`src/rtl/dadd_sched_pkg.sv`:
```
// ============================================================================
// Module : dadd_sched_pkg
// Brief  : Shared types and default sizes for the dADD job scheduler.
// Rev    : 1.0  initial release
// ============================================================================
`default_nettype none

package dadd_sched_pkg;

    localparam int c_LOGINUM = 3;
    localparam int c_BSW     = 8;

    typedef enum logic [2:0] {
        IDLE = 3'd0,
        LOAD = 3'd1,
        WARM = 3'd2,
        RUN  = 3'd3,
        DONE = 3'd4
    } state_t;

endpackage

`default_nettype wire

```
`src/rtl/dadd_job_sched_counter.sv`:
```
// ============================================================================
// Module : bit_ones_counter
// Brief  : Serial ones accumulator with synchronous clear and enable.
// Rev    : 1.0  initial release
// ============================================================================
`default_nettype none

module bit_ones_counter
    import dadd_sched_pkg::*;
#(
    parameter int BSW = c_BSW
) (
    input  logic           clk,
    input  logic           rst_n,
    input  logic           i_clr,
    input  logic           i_en,
    input  logic           i_bit,
    output logic [BSW-1:0] o_count
);

    logic [BSW-1:0] r_count;

    always_ff @(posedge clk) begin
        if (!rst_n || i_clr) begin
            r_count <= '0;
        end else if (i_en) begin
            r_count <= r_count + {{(BSW-1){1'b0}}, i_bit};
        end
    end

    assign o_count = r_count;

endmodule

`default_nettype wire

```
`src/rtl/dadd_job_sched.sv`:
```
// ============================================================================
// Module : dadd_job_sched
// Brief  : Runs one dADD adder evaluation job (reset, seed, count ones).
//          Optional DADD_SEED_AUTO_EN: internal rotating seed replaces req_seed.
// Rev    : 1.0  initial release
// ============================================================================
`default_nettype none

module dadd_job_sched
    import dadd_sched_pkg::*;
#(
    parameter int LOGINUM = c_LOGINUM,
    parameter int BSW     = c_BSW
) (
    input  logic               clk,
    input  logic               rst_n,
    input  logic               req_valid,
    output logic               req_ready,
    input  logic [LOGINUM-1:0] req_seed,
    input  logic [BSW-1:0]     req_len,
    output logic               add_rst_n,
    output logic               add_load,
    output logic [LOGINUM-1:0] add_seed,
    input  logic               add_out,
    output logic               res_valid,
    input  logic               res_ready,
    output logic [BSW-1:0]     res_ones,
    output logic               busy
);

    state_t             r_state;
    state_t             w_next;
    logic [LOGINUM-1:0] r_seed_q;
    logic [BSW-1:0]     r_len_q;
    logic [BSW-1:0]     r_down;
    logic [LOGINUM-1:0] w_seed_src;
    logic               w_accept;
    logic               w_last;

    assign w_accept = req_valid && (r_state == IDLE);
    assign w_last   = (r_down == {{(BSW-1){1'b0}}, 1'b1});

`ifdef DADD_SEED_AUTO_EN
    logic [LOGINUM-1:0] r_auto_seed;
    logic               w_unused_seed;

    assign w_unused_seed = ^req_seed;
    assign w_seed_src    = r_auto_seed;

    // Rotates 1..2^LOGINUM-1, never producing the LFSR lock-up value 0.
    always_ff @(posedge clk) begin
        if (!rst_n) begin
            r_auto_seed <= {{(LOGINUM-1){1'b0}}, 1'b1};
        end else if (w_accept) begin
            if (r_auto_seed == {LOGINUM{1'b1}}) begin
                r_auto_seed <= {{(LOGINUM-1){1'b0}}, 1'b1};
            end else begin
                r_auto_seed <= r_auto_seed + {{(LOGINUM-1){1'b0}}, 1'b1};
            end
        end
    end
`else
    assign w_seed_src = req_seed;
`endif

    always_ff @(posedge clk) begin
        if (!rst_n) begin
            r_state  <= IDLE;
            r_seed_q <= '0;
            r_len_q  <= '0;
            r_down   <= '0;
        end else begin
            r_state <= w_next;
            if (w_accept) begin
                r_seed_q <= w_seed_src;
                r_len_q  <= req_len;
            end
            if (r_state == WARM) begin
                r_down <= r_len_q;
            end else if (r_state == RUN) begin
                r_down <= r_down - {{(BSW-1){1'b0}}, 1'b1};
            end
        end
    end

    always_comb begin
        w_next = r_state;
        unique case (r_state)
            IDLE: begin
                if (w_accept) begin
                    w_next = (req_len == '0) ? DONE : LOAD;
                end
            end
            LOAD: w_next = WARM;
            // Adder output is registered: the first valid bit arrives after WARM.
            WARM: w_next = RUN;
            RUN: begin
                if (w_last) begin
                    w_next = DONE;
                end
            end
            DONE: begin
                if (res_ready) begin
                    w_next = IDLE;
                end
            end
            default: w_next = IDLE;
        endcase
    end

    bit_ones_counter #(
        .BSW (BSW)
    ) u_ones (
        .clk     (clk),
        .rst_n   (rst_n),
        .i_clr   (w_accept),
        .i_en    (r_state == RUN),
        .i_bit   (add_out),
        .o_count (res_ones)
    );

    assign req_ready = (r_state == IDLE);
    assign res_valid = (r_state == DONE);
    assign busy      = (r_state != IDLE);
    assign add_load  = (r_state == LOAD);
    assign add_seed  = r_seed_q;
    assign add_rst_n = rst_n && (r_state != LOAD);

endmodule

`default_nettype wire

```
`config.mk`:
```
export PLATFORM = sky130hd
export DESIGN_NAME = dadd_job_sched
export DESIGN_NICKNAME = d
export VERILOG_FILES = /design/src/rtl/dadd_sched_pkg.sv /design/src/rtl/dadd_job_sched_counter.sv /design/src/rtl/dadd_job_sched.sv
export SDC_FILE = /design/constraint.sdc
export NUM_CORES = 1
export LEC_CHECK = 0
export ABC_AREA = 1
export BUFFER_PORTS_ARGS = -buffer_cell sky130_fd_sc_hd__buf_4
export CORE_ASPECT_RATIO = 2
export CORE_MARGIN = 5
export CORE_UTILIZATION = 58
export DETAILED_ROUTE_END_ITERATION = 12
export GPL_TIMING_DRIVEN = 0
export PLACE_DENSITY = 0.88
export SYNTH_ARGS = -nofsm -noshare
export SYNTH_HDL_FRONTEND = slang
export SYNTH_SLANG_ARGS = --single-unit
```
`constraint.sdc`:
```
create_clock -name clk -period 2.2 [get_ports clk]
set_clock_uncertainty 0.15 [all_clocks]
set_input_delay 0 -clock clk [delete_from_list [all_inputs] [get_ports clk]]
set_output_delay 0 -clock clk [all_outputs]
set_load 0.02 [all_outputs]
```
== After elaboration in Yosys (flattened, before gate mapping) ==
Index checks and enable logic that the tools add are counted.

* Register bits: 30
* Bits in latches: 0
* RAM bits: 0
* ROM bits: 0
* Input bits: 16
* Output and inout bits: 16
* Word-level logic and storage cells: 32
* Memories kept: 0

* Add/subtract/negate cells: 2
* Multipliers: 0
* Div/mod/pow operators: 0
* Magnitude comparators: 0
* Equality and inequality tests: 9
* Shift operators: 0
* Muxes and demuxes: 7
* Bitwise gates (word level): 0
* Reduce and logical (&&, ||, !) cells: 9

{| class="wikitable"
|+ Operators by type and width
! cell !! number
|-
| two-way mux 8 bit || 2
|-
| case mux 3 bit (5 select lines) || 1
|-
| two-way mux 3 bit || 4
|-
| adder 8 x 1 -> 8 bit || 1
|-
| equality test 8 x 1 -> 1 bit, second input constant || 1
|-
| zero test 8 bit || 1
|-
| subtractor 8 x 1 -> 8 bit, second input constant || 1
|-
| equality test 3 x 2 -> 1 bit, second input constant || 2
|-
| != test 2 x 1 -> 1 bit, second input constant || 2
|-
| equality test 3 x 1 -> 1 bit, second input constant || 1
|-
| equality test 3 bit, second input constant || 1
|-
| zero test 3 bit || 1
|-
| != test 3 x 1 -> 1 bit, second input constant || 1
|-
| AND reduction 3 bit || 1
|-
| nonzero test 3 bit || 1
|-
| logical AND 1 bit || 2
|-
| != test 2 bit, second input constant || 1
|-
| nonzero test 2 bit || 1
|-
| zero test 1 bit || 1
|-
| logical OR 1 bit || 1
|}

== Depth between registers and ports, before layout ==
Gate-level depths: netlist (run 1).

* Depth in word-level cells: 4
* Mapped depth: 9
* Depth with buffers taken out: 8

== Cells and area by module ==
A second synthesis (run 1) with hierarchy kept.

* Cell total of the unflattened synthesis: 212
* Area, all modules: 1467.7 µm²

{| class="wikitable"
|+ Modules (own cells, without submodules)
! module !! times used !! cells an instance !! area an instance (µm²) !! sequential area each (µm²)
|-
| dadd_job_sched || 1 || 157 || 1083.5 || 440.4
|-
| bit_ones_counter || 1 || 55 || 384.1 || 160.2
|}

== Least setup slack after synthesis (run 1) ==
OpenSTA, ideal clock, no wires.

* Path kind: reg2reg
* From: register u_ones.r_count[0], in the netlist u_ones.o_count[0]
* To: register u_ones.r_count[4], in the netlist u_ones.o_count[4]
* Setup time: 114 ps
* Data arrival time: 1268 ps
* Required time: 1936 ps
* Path slack: 668 ps
* Stages on the path, launching flop included: 8
* Buffers on the path: 0
* Clock period less this slack: 1532 ps
* Path through: dfxtp_1 ha_1 ha_1 inv_1 nor3_4 nand3_1 nand2_1 nor2_1

* Cells in the longest elaborated chain, start to end: 1

{| class="wikitable"
|+ Ends and longest elaborated chain
! element !! line !! RTL
|-
| start: declaration || dadd_job_sched_counter.sv:21 || <nowiki>logic [BSW-1:0] r_count;</nowiki>
|-
| start signal: assignment || dadd_job_sched_counter.sv:27 || <nowiki>r_count <= r_count + {{(BSW-1){1'b0}}, i_bit};</nowiki>
|-
| adder 8 x 1 -> 8 bit || dadd_job_sched_counter.sv:27 ||
|}

No other way between the ends.
A chain may end at the register's enable or synchronous reset.

== Worst setup path after layout (run 1) ==
* From: input req_valid
* To: register r_len_q[0]

* Cells in the longest elaborated chain, start to end: 1

{| class="wikitable"
|+ Ends and longest elaborated chain
! element !! line !! RTL
|-
| start: declaration || dadd_job_sched.sv:17 || <nowiki>input logic req_valid,</nowiki>
|-
| logical AND 1 bit || dadd_job_sched.sv:40 || <nowiki>assign w_accept = req_valid && (r_state == IDLE);</nowiki>
|-
| end signal: assignment || dadd_job_sched.sv:76 || <nowiki>r_len_q <= req_len;</nowiki>
|-
| end: declaration || dadd_job_sched.sv:34 || <nowiki>logic [BSW-1:0] r_len_q;</nowiki>
|}

No other way between the ends.

==> results of run 1 <==
cell usage after synthesis, types with 2 or more instances:
| library cell | number |
|---|---|
| a21oi_1 | 23 |
| a22oi_1 | 4 |
| buf_6 | 3 |
| dfxtp_1 | 30 |
| ha_1 | 4 |
| inv_1 | 24 |
| inv_2 | 7 |
| nand2_1 | 55 |
| nand2_2 | 2 |
| nand2_4 | 2 |
| nand3_1 | 23 |
| nand4_1 | 2 |
| nor2_1 | 16 |
| nor2_2 | 2 |
| nor2_4 | 3 |
| o21ai_0 | 6 |
| o21ai_1 | 3 |
| o21bai_1 | 2 |
flip-flops by register name, indices dropped and copies added (netlist names):
name and count:
r_down 8, r_len_q 8, u_ones.o_count 8, add_seed 3
r_state 3
area by class of cell:
cell class	instances	area, sq um
multi-input cells	157	826
fillers	201	576
plain buffers	6	50.0
well taps	29	36.3
clock buffers	7	86.3
clock inverters	1	5.00
inverters	32	120
flip-flops and latches	30	601
repair buffers	48	403
layout by cell type, fill, tap and decap left out:
cell / instances
a21oi_1: 23
a21oi_2: 1
a22oi_1: 4
a31oi_1: 1
a31oi_2: 1
buf_2: 1
buf_4: 32
buf_6: 3
clkbuf_1: 2
clkbuf_8: 6
clkinv_1: 1
clkinv_2: 1
dfxtp_1: 30
dlygate4sd3_1: 17
ha_1: 4
inv_1: 24
inv_2: 7
nand2_1: 55
nand2_2: 2
nand2_4: 2
nand3_1: 23
nand3b_1: 1
nand4_1: 2
nor2_1: 16
nor2_2: 2
nor2_4: 3
nor3_1: 1
nor3_4: 1
nor3b_2: 1
o21ai_0: 6
o21ai_1: 3
o21bai_1: 2
o221ai_1: 1
xnor2_1: 1
xor2_1: 1
through the flow:
step / utilization (%) / area, sq um / worst slack [ns] / power (mW) / hold slack, ns
2_1_floorplan: - / 1600 / 0.668 / 1.43 / -0.0524
3_3_place_gp: 69.0 / 1870 / 0.739 / 1.67 / 0.112
3_5_place_dp: 69.0 / 1870 / 0.745 / 1.69 / 0.114
4_1_cts: 78.7 / 2130 / 0.414 / 2.18 / 0.302
5_1_grt: 78.7 / 2130 / 0.218 / 2.35 / 0.330
6_report: 78.7 / 2130 / 0.328 / 2.22 / 0.309
what timing repair did:
item,4_1_cts,5_1_grt
hold buffers,17,0
setup buffers,0,0
hold endpoints to repair,20,0
layer usage:
layer,GRT usage [%],wire length [um],vias up
met5,0,0,-
met4,15.4,184,0
met3,5.58,283,16
met2,45.7,2510,72
met1,24.7,1480,790
li1,-,-,839
path summary, 6_finish.rpt:
| path | endpoint | cells after the start | slack (ns) | startpoint |
|---|---|---|---|---|
| max reg2reg | r_len_q[2]$_SDFFE_PN0P_ | 7 | 0.34 | r_state[0]$_SDFFE_PN0P_ |
| min | r_len_q[6]$_SDFFE_PN0P_ | 2 | 0.31 | r_len_q[6]$_SDFFE_PN0P_ |
| max | r_len_q[0]$_SDFFE_PN0P_ | 6 | 0.33 | req_valid |
| min reg2reg | r_len_q[6]$_SDFFE_PN0P_ | 2 | 0.31 | r_len_q[6]$_SDFFE_PN0P_ |
worst max-delay path, stage by stage:
cell	delay [ns]
dlygate4sd3_1	0.53
buf_4	0.13
clkbuf_1	0.35
nand3_1	0.17
a21oi_1	0.20
dlygate4sd3_1	0.57
power by group through the flow:
stage                     clock, mW  sequential, mW  combinational, mW
after CTS                     0.466           0.717              0.995
final                         0.458           0.726               1.03
after detailed placement          0           0.729              0.961
after global placement            0           0.726              0.941
after floorplan                   0           0.728              0.703
after global routing          0.484           0.734               1.14
cells by family after synthesis:
family	share of synthesized area, %
AOI/OAI and AO/OA	15.1
buffers and inverters	10.7
xor gates and xnor gates	1.10
DFF	37.6
and+or+nand+nor	32.4
adders and majority gates	3.13
==> results.sh, run 1 <==
export IMPL_status="completed"
export IMPL_slew_limit_headroom_pct=70.9
export IMPL_rows=27
export IMPL_synth_area_sq_mm=0.00160
export IMPL_synth_top_cell_area_share_pct=37.6
export IMPL_gp_congestion=0.761
export IMPL_seq_power_share_pct=32.8
export IMPL_setup_viol=0
export IMPL_syn_inst=225
export IMPL_drive_above_1_share_pct=22.4
export IMPL_synth_async_reset_ratio_pct=0
export IMPL_syn_to_final_growth_pct=33.2
export IMPL_ioPinCount=32
export IMPL_core_sq_mm=0.00270
export IMPL_fp_dieH_um=84.2
export IMPL_cts_max_path_buffers=2
export IMPL_switchingPower_uw=929
export IMPL_grt_pass1_wl_um=7560
export IMPL_arrival_ns=1.95
export IMPL_clock_sinks=30
export IMPL_track_usage_pct=25.8
export IMPL_grt_max_degree=11
export IMPL_first_iter_violations=64
export IMPL_p_leak_nw=0.953
export IMPL_antenna_found_initial=0
export IMPL_vias=1717
export IMPL_fmax_ghz=0.534
export IMPL_port_buffer_count=31
export IMPL_worstMarginPinSlew_ns=0.436
export IMPL_swShare_pct=41.9
export IMPL_ys_seq_area_share_pct=37.6
export IMPL_fin_crit_sh_pct=85.1
export IMPL_synth_cell_types=32
export IMPL_n_antenna_cell=0
export IMPL_synth_ff_type="dfxtp_1"
export IMPL_synthTopCellsByArea="dfxtp_1 (38%), nand2_1 (13%), a21oi_1 (7.2%)"
export IMPL_first_global_vias=1720
export IMPL_finalSetupTns_ns=0
export IMPL_routedWlPerCell_um=14.4
export IMPL_root_buffer="clkbuf_8"
export IMPL_via_per_inst=5.54
export IMPL_die_area_sq_mm=0.00397
export IMPL_nets=300
export IMPL_critPathCaptureType="register"
export IMPL_critPathKind="primary input to register"
export IMPL_finalHoldViolCount=0
export IMPL_ir_drop_mv=0.849
export IMPL_drv_slew=0
export IMPL_hold_class="register to register"
export IMPL_clkTransAtPathRegs_ns=0.06
export IMPL_first_pass_iters=4
export IMPL_cts_max_level=2
export IMPL_cts_buffers=5
export IMPL_ctsResizeCount=0
export IMPL_dp_hpwl_um=2820
export IMPL_synth_edf_count=0
export IMPL_p_int_mw=1.29
export IMPL_initial_core_util_pct=59.1
export IMPL_rsz0062_at_grt="no"
export IMPL_syn_area_per_cell_sq_um=7.10
export IMPL_required_ns=2.28
export IMPL_synthesis_nets=245
export IMPL_routed_wl_um=4460
export IMPL_maxCapViolCount=0
export IMPL_placed_cells=285
export IMPL_drc=0
export IMPL_critPathMaxFanout=10
export IMPL_ys_ff_latch=30
export IMPL_cts_tree="done"
export IMPL_clkLatencyLatePin_ns=0.29
export IMPL_start_kind="primary input"
export IMPL_synth_top_area_cell="dfxtp_1"
export IMPL_pwr_share_comb_pct=46.6
export IMPL_p_clk_share_pct=20.7
export IMPL_ys_warnings_count=0
export IMPL_fin_cells=310
export IMPL_die_width_um=47.1
export IMPL_min_period_ns=1.87
export IMPL_detail_route_antenna_nets=0
export IMPL_overflow=0
export IMPL_power_density_mw_per_mm2=1040
Power figures use the tool's default switching activity.
==> run 2, diff against run 1 <==
--- a/config.mk
+++ b/config.mk
@@ -9,10 +9,10 @@
 export BUFFER_PORTS_ARGS = -buffer_cell sky130_fd_sc_hd__buf_4
 export CORE_ASPECT_RATIO = 2
 export CORE_MARGIN = 5
-export CORE_UTILIZATION = 58
+export CORE_UTILIZATION = 54
 export DETAILED_ROUTE_END_ITERATION = 12
 export GPL_TIMING_DRIVEN = 0
-export PLACE_DENSITY = 0.88
+export PLACE_DENSITY = 0.83
 export SYNTH_ARGS = -nofsm -noshare
 export SYNTH_HDL_FRONTEND = slang
 export SYNTH_SLANG_ARGS = --single-unit
==> constraint.sdc (replaced) <==
create_clock -name clk -period 1.96 [get_ports clk]
set_clock_uncertainty 0.15 [all_clocks]
set_input_delay 0 -clock clk [delete_from_list [all_inputs] [get_ports clk]]
set_output_delay 0 -clock clk [all_outputs]
set_load 0.02 [all_outputs]
==> run 2 against run 1 <==
  * Power grew 15%
  * Via count fell by 2.7%
  * Sequential share of layout area is 0.25 points lower
  * Largest cell class unchanged
  * Critical path type unchanged
  * Die area is 6.2% higher
  * Flip-flop and latch count unchanged
  * Register-to-register slack worse by 0.18 ns
  * Count of clock-buffer cells in the layout decreased by 2
  * First-iteration DRC count shrank 23%
  * Setup slack got worse by 0.20 ns
  * Utilization shrank 4.9 points
  * Cell count grew 0.32%
  * Clock power increased by 37%
==> results.sh, run 2 (synthesis gave the netlist of run 1 again) <==
export IMPL_ioPinCount=32
export IMPL_die_area_sq_mm=0.00421
export IMPL_setup_viol=0
export IMPL_slowest_delay_ns=0.56
export IMPL_ir_drop_mv=1.08
export IMPL_initial_core_util_pct=54.9
export IMPL_worstHoldEndpoint="r_len_q[2]$_SDFFE_PN0P_"
export IMPL_whs_path_depth=2
export IMPL_dp_hpwl_um=2790
export IMPL_first_iter_violations=49
export IMPL_p_int_mw=1.54
export IMPL_setup_ws_ns=0.132
export IMPL_cts_max_level=2
export IMPL_seq_power_share_pct=31.5
export IMPL_antenna_found_initial=0
export IMPL_syn_to_final_growth_pct=34.4
export IMPL_via_per_inst=5.37
export IMPL_drive_above_1_share_pct=22.8
export IMPL_drv_slew=0
export IMPL_routed_wl_um=4050
export IMPL_r2r_start="r_state[0]$_SDFFE_PN0P_"
export IMPL_rsz0062_at_grt="no"
export IMPL_cp_common_cell="dlygate4sd3_1"
export IMPL_final_common_cell="nand2_1"
export IMPL_slew_limit_headroom_pct=69.4
export IMPL_min_period_ns=1.83
export IMPL_maxCapViolCount=0
export IMPL_rrSetupSlack_ns=0.16
export IMPL_cts_tree="done"
export IMPL_port_buffer_count=31
export IMPL_cts_buffers=5
export IMPL_grt_pass1_wl_um=7270
export IMPL_hold_class="register to register"
export IMPL_layout_common_cells="nand2_1 (55), buf_4 (32), dfxtp_1 (30), inv_1 (24)"
export IMPL_power_density_mw_per_mm2=1190
export IMPL_track_usage_pct=21.9
export IMPL_fmax_ghz=0.547
export IMPL_drc=0
export IMPL_pwr_share_comb_pct=44.0
export IMPL_timing_critical_path_buf_inv=4
export IMPL_detail_route_antenna_nets=0
export IMPL_place_ws_ns=0.445
export IMPL_grt_max_degree=11
export IMPL_required_ns=2.05
export IMPL_critPathKind="primary input to register"
export IMPL_switchingPower_mw=1.02
export IMPL_finalSetupTns_ns=0
export IMPL_ff2ff_path_depth=7
export IMPL_n_antenna_cell=0
export IMPL_die_width_um=48.5
export IMPL_ctsResizeCount=0
export IMPL_critPathCaptureType="register"
export IMPL_r2r_end="r_len_q[2]$_SDFFE_PN0P_"
export IMPL_start_kind="primary input"
export IMPL_core_sq_mm=0.00291
export IMPL_first_global_vias=1682
export IMPL_arrival_ns=1.92
export IMPL_vias=1671
export IMPL_swShare_pct=39.9
export IMPL_p_leak_nw=0.963
export IMPL_overflow=0
export IMPL_first_pass_iters=4
export IMPL_p_clk_share_pct=24.5
export IMPL_gp_congestion=0.764
export IMPL_clkLatencyLatePin_ns=0.29
export IMPL_worstMarginPinSlew_ns=0.459
export IMPL_clock_sinks=30
export IMPL_critPathTopFamily="buffers and inverters"
export IMPL_hp_start="r_len_q[2]$_SDFFE_PN0P_"
export IMPL_status="completed"
export IMPL_clkTransAtPathRegs_ns=0.07
export IMPL_rows=28
export IMPL_root_buffer="clkbuf_8"
export IMPL_finalHoldViolCount=0
export IMPL_fin_crit_sh_pct=93.3
export IMPL_critPathMaxFanout=10
export IMPL_routedWlPerCell_um=13.0
export IMPL_fp_dieH_um=86.9
export IMPL_cts_max_path_buffers=2
export IMPL_crit_start="req_valid"
export IMPL_slowest_stage="dlygate4sd3_1"
export IMPL_nets=300
export IMPL_path_cells="dlygate4sd3_1 > buf_4 > clkbuf_1 > nand3_1 > a21oi_1 > dlygate4sd3_1"
## run 2: changes by cell type in the layout (fill, tap and decap cells not counted), sizes merged
| cell | delta |
|---|---|
| bufinv | +1 |
| clkinv | +1 |
| clkbuf | -2 |
## run 2: worst max path at each step
stage	to	slack (ns)	cells past startpoint
6_report	r_len_q[0]$_SDFFE_PN0P_	0.13	6
5_1_grt	r_len_q[2]$_SDFFE_PN0P_	0.07	7
4_1_cts	r_len_q[2]$_SDFFE_PN0P_	0.19	7
3_5_place_dp	u_ones.o_count[4]$_SDFFE_PP0P_	0.44	7
3_3_place_gp	u_ones.o_count[4]$_SDFFE_PP0P_	0.47	7
2_1_floorplan	u_ones.o_count[4]$_SDFFE_PP0P_	0.43	7
## run 2: worst min-delay path, stage by stage (launching register included)
cell	delay, ns
dfxtp_1	0.30
inv_1	0.06
a21oi_1	0.06
## run 2: metal layers
layer  global-route usage [%]  share of wire (%)  up-vias
met1                     19.4                 34      772
met2                     40.5                 58       48
met5                        0                  0        -
met4                     15.4                3.9        0
li1                         -                  -      836
met3                     6.52                4.0       15
## run 2: power groups by stage
stage                     logic (mW)  registers (mW)  clock network, mW
after global placement          1.06           0.815                  0
after global routing            1.26           0.821              0.667
after CTS                       1.12           0.805              0.632
final                           1.12           0.806              0.627
after floorplan                0.790           0.817                  0
after detailed placement        1.08           0.819                  0
## run 2: repair_timing
| item | 4_1_cts | 5_1_grt |
|---|---|---|
| endpoints found under the hold margin | 20 | 0 |
| endpoints found under the setup margin | 0 | 0 |
| hold buffers | 17 | 0 |
| setup buffers | 0 | 0 |
## run 2: per-stage QoR
step / total power [mW] / hold WS [ns] / instance area, sq um / utilization, % / std cells
after floorplan: 1.61 / -0.0524 / 1600 / - / 225
after global placement: 1.87 / 0.123 / 1870 / 64.2 / 286
after detailed placement: 1.90 / 0.120 / 1870 / 64.2 / 286
after CTS: 2.55 / 0.304 / 2150 / 73.8 / 311
after global routing: 2.75 / 0.328 / 2150 / 73.8 / 311
final: 2.56 / 0.308 / 2150 / 73.8 / 311
## run 2: final cells by class
cell class	instances	area, sq um
multi-input combinational	157	826
fill	223	762
sequential	30	601
timing repair buffer	48	403
inverter	32	120
clock buffer	5	68.8
buffer	6	50.0
clock inverter	3	40.0
tap	30	37.5
==> run 3, diff against run 2 <==
--- a/config.mk
+++ b/config.mk
@@ -9,10 +9,11 @@
 export BUFFER_PORTS_ARGS = -buffer_cell sky130_fd_sc_hd__buf_4
 export CORE_ASPECT_RATIO = 2
 export CORE_MARGIN = 5
-export CORE_UTILIZATION = 54
+export CORE_UTILIZATION = 53
 export DETAILED_ROUTE_END_ITERATION = 12
 export GPL_TIMING_DRIVEN = 0
-export PLACE_DENSITY = 0.83
+export PLACE_DENSITY = 0.82
 export SYNTH_ARGS = -nofsm -noshare
 export SYNTH_HDL_FRONTEND = slang
+export SYNTH_HIERARCHICAL = 1
 export SYNTH_SLANG_ARGS = --single-unit
==> run 3 against run 2 <==
  * Die area decreased by 5.3%
  * Setup slack lost 0.030 ns
  * Global-route usage down 0.060 points
  * Power decreased by 5.2%
  * Sequential share of layout area is 1.8 points higher
  * Clock power fell by 19%
  * Utilization increased by 0.79 points
  * Critical path type is now register to register
  * Critical endpoint unchanged
  * Largest cell class unchanged
==> results.sh, run 3 <==
export IMPL_cts_buffers=5
export IMPL_synth_fa_ha_area_share_pct=3.41
export IMPL_start_kind="register"
export IMPL_first_pass_iters=4
export IMPL_ys_seq_area_share_pct=40.9
export IMPL_setup_viol=0
export IMPL_synth_top_area_cell="dfxtp_1"
export IMPL_required_ns=2.04
export IMPL_finalSetupTns_ns=0
export IMPL_overflow=0
export IMPL_ys_warnings_count=6
export IMPL_layout_common_cells="nand2_1 (47), buf_4 (34), nor2_1 (32), dfxtp_1 (30), a21oi_1 (24)"
export IMPL_nets=289
export IMPL_cts_tree="done"
export IMPL_cts_max_path_buffers=2
export IMPL_first_global_vias=1485
export IMPL_synth_top_cell_area_share_pct=40.9
export IMPL_worstMarginPinSlew_ns=0.505
export IMPL_maxCapViolCount=0
export IMPL_fillers=213
export IMPL_ys_ff_latch=30
export IMPL_power_mw=2.42
export IMPL_use_met1_pct=20.5
export IMPL_final_util_pct=74.6
export IMPL_ir_drop_mv=0.860
export IMPL_synth_most_common_cell="nand2_1"
export IMPL_synthesis_nets=232
export IMPL_grtUsageMet2_pct=38.8
export IMPL_fin_crit_sh_pct=94.8
export IMPL_grt_max_degree=11
export IMPL_gp_congestion=0.791
export IMPL_via_per_inst=5.11
export IMPL_timing_critical_path_buf_inv=3
export IMPL_routed_wl_um=3750
export IMPL_dp_hpwl_um=2610
export IMPL_critPathKind="register to register"
export IMPL_synthTopCellsByArea="dfxtp_1 (41%), nand2_1 (12%), a21oi_1 (8.2%)"
export IMPL_final_common_cell="nand2_1"
export IMPL_path_cells="inv_2 > nand2_2 > nor2_4 > nand2_4 > inv_4 > nand2_1 > a21oi_1 > dlygate4sd3_1"
export IMPL_syn_to_final_growth_pct=37.3
export IMPL_synth_xor_area_share_pct=0.597
export IMPL_ioPinCount=32
export IMPL_arrival_ns=1.94
export IMPL_yosys_area_share_simple_pct=31.6
export IMPL_synth_area_sq_mm=0.00147
export IMPL_critPathCaptureType="register"
export IMPL_drc=0
export IMPL_synth_edf_count=0
export IMPL_port_buffer_count=31
export IMPL_syn_area_per_cell_sq_um=6.92
export IMPL_vias=1529
export IMPL_detail_route_antenna_nets=0
export IMPL_slew_limit_headroom_pct=66.4
export IMPL_grt_pass1_wl_um=6270
export IMPL_slowest_stage="dlygate4sd3_1"
export IMPL_critPathTopFamily="buffers and inverters"
export IMPL_antenna_found_initial=0
export IMPL_yosys_mux_area_fraction_pct=0
export IMPL_track_usage_pct=21.8
export IMPL_die_area_sq_mm=0.00399
export IMPL_clkTransAtPathRegs_ns=0.06
export IMPL_synth_async_reset_ratio_pct=0
export IMPL_clock_sinks=30
export IMPL_grt_util_met3_pct=6.22
export IMPL_core_sq_mm=0.00270
export IMPL_fmax_ghz=0.538
export IMPL_min_period_ns=1.86
export IMPL_slowest_delay_ns=0.55
export IMPL_root_buffer="clkbuf_8"
export IMPL_status="completed"
export IMPL_initial_core_util_pct=54.3
export IMPL_rows=27
export IMPL_rsz0062_at_grt="no"
export IMPL_syn_inst=212
export IMPL_first_iter_violations=57
export IMPL_gr_max_usage_layer="met2"
export IMPL_finalHoldViolCount=0
export IMPL_p_leak_nw=0.917
export IMPL_power_density_mw_per_mm2=1200
export IMPL_fin_hold_ws_ns=0.0114
export IMPL_synth_cell_types=23
export IMPL_synth_common_cells="nand2_1 (47), nor2_1 (32), dfxtp_1 (30)"
export IMPL_drv_slew=0
export IMPL_n_antenna_cell=0
export IMPL_routedWlPerCell_um=12.5
export IMPL_synth_compound_area_share_pct=15.5
export IMPL_fp_dieH_um=84.4
export IMPL_die_width_um=47.2
export IMPL_clkLatencyLatePin_ns=0.28
export IMPL_cts_max_level=2
export IMPL_synth_top_family_by_area="simple AND/OR/NAND/NOR gates"
export IMPL_critPathMaxFanout=10
export IMPL_synth_ff_type="dfxtp_1"
export IMPL_hold_class="primary input to register"
export IMPL_drive_above_1_share_pct=21.1
## run 3: where the power goes
group          switching (mW)  total (mW)  internal, mW
sequential             0.0929       0.817         0.724
combinational           0.659        1.10         0.439
clock                   0.226       0.509         0.283
total                   0.978        2.42          1.45
## run 3: per-stage QoR
step	area (sq um)	setup slack, ns	std cells
after floorplan	1470	0.471	212
after global placement	1740	0.240	272
after detailed placement	1740	0.218	272
after CTS	2000	0.0275	297
after global routing	2020	0.00384	299
final	2020	0.102	299
## run 3: final timing paths
| kind | startpoint | to | slack [ns] | cells past startpoint |
|---|---|---|---|---|
| max | r_state[0]$_SDFFE_PN0P_ | r_len_q[0]$_SDFFE_PN0P_ | 0.10 | 8 |
| min | req_valid | r_state[0]$_SDFFE_PN0P_ | 0.01 | 4 |
| max reg2reg | r_state[0]$_SDFFE_PN0P_ | r_len_q[0]$_SDFFE_PN0P_ | 0.10 | 8 |
| min reg2reg | r_len_q[2]$_SDFFE_PN0P_ | r_len_q[2]$_SDFFE_PN0P_ | 0.31 | 2 |
## run 3: layout make-up
| class | count | area (sq um) | share of cell area (%) |
|---|---|---|---|
| Multi-Input combinational cell | 152 | 751 | 37.2 |
| Sequential cell | 30 | 601 | 29.8 |
| Timing Repair Buffer | 50 | 418 | 20.7 |
| Inverter | 28 | 108 | 5.34 |
| Clock buffer | 7 | 86.3 | 4.28 |
| Tap cell | 29 | 36.3 | 1.80 |
| Buffer | 2 | 11.3 | 0.559 |
| Clock inverter | 1 | 5.00 | 0.248 |
## run 3: repair_timing
item                                    4_1_cts  5_1_grt
setup buffers                                 0        2
resized for setup                             0        1
hold buffers                                 17        0
endpoints found under the setup margin        0        2
hold endpoints to repair                     24        0
## run 3: cell families (layout without fill, tap and decap cells)
logic type	after synthesis	after routing
AND/OR/NAND/NOR	104	104
AO/OA/AOI/OAI	43	43
flip-flops	30	30
buffers and inverters	30	88
adder cells (fa/ha/maj)	4	4
XOR/XNOR	1	1
## run 3: worst reg2reg max path, cell delays in order (launching register included)
cell	delay, ns
dfxtp_1	0.38
inv_2	0.08
nand2_2	0.08
nor2_4	0.16
nand2_4	0.10
inv_4	0.12
nand2_1	0.08
a21oi_1	0.11
dlygate4sd3_1	0.55
## run 3: metal layers
| metal | wire, um | share of wire, % |
|---|---|---|
| met1 | 1300 | 35 |
| met2 | 2110 | 56 |
| met3 | 184 | 4.9 |
| met4 | 153 | 4.1 |
| met5 | 0 | 0 |
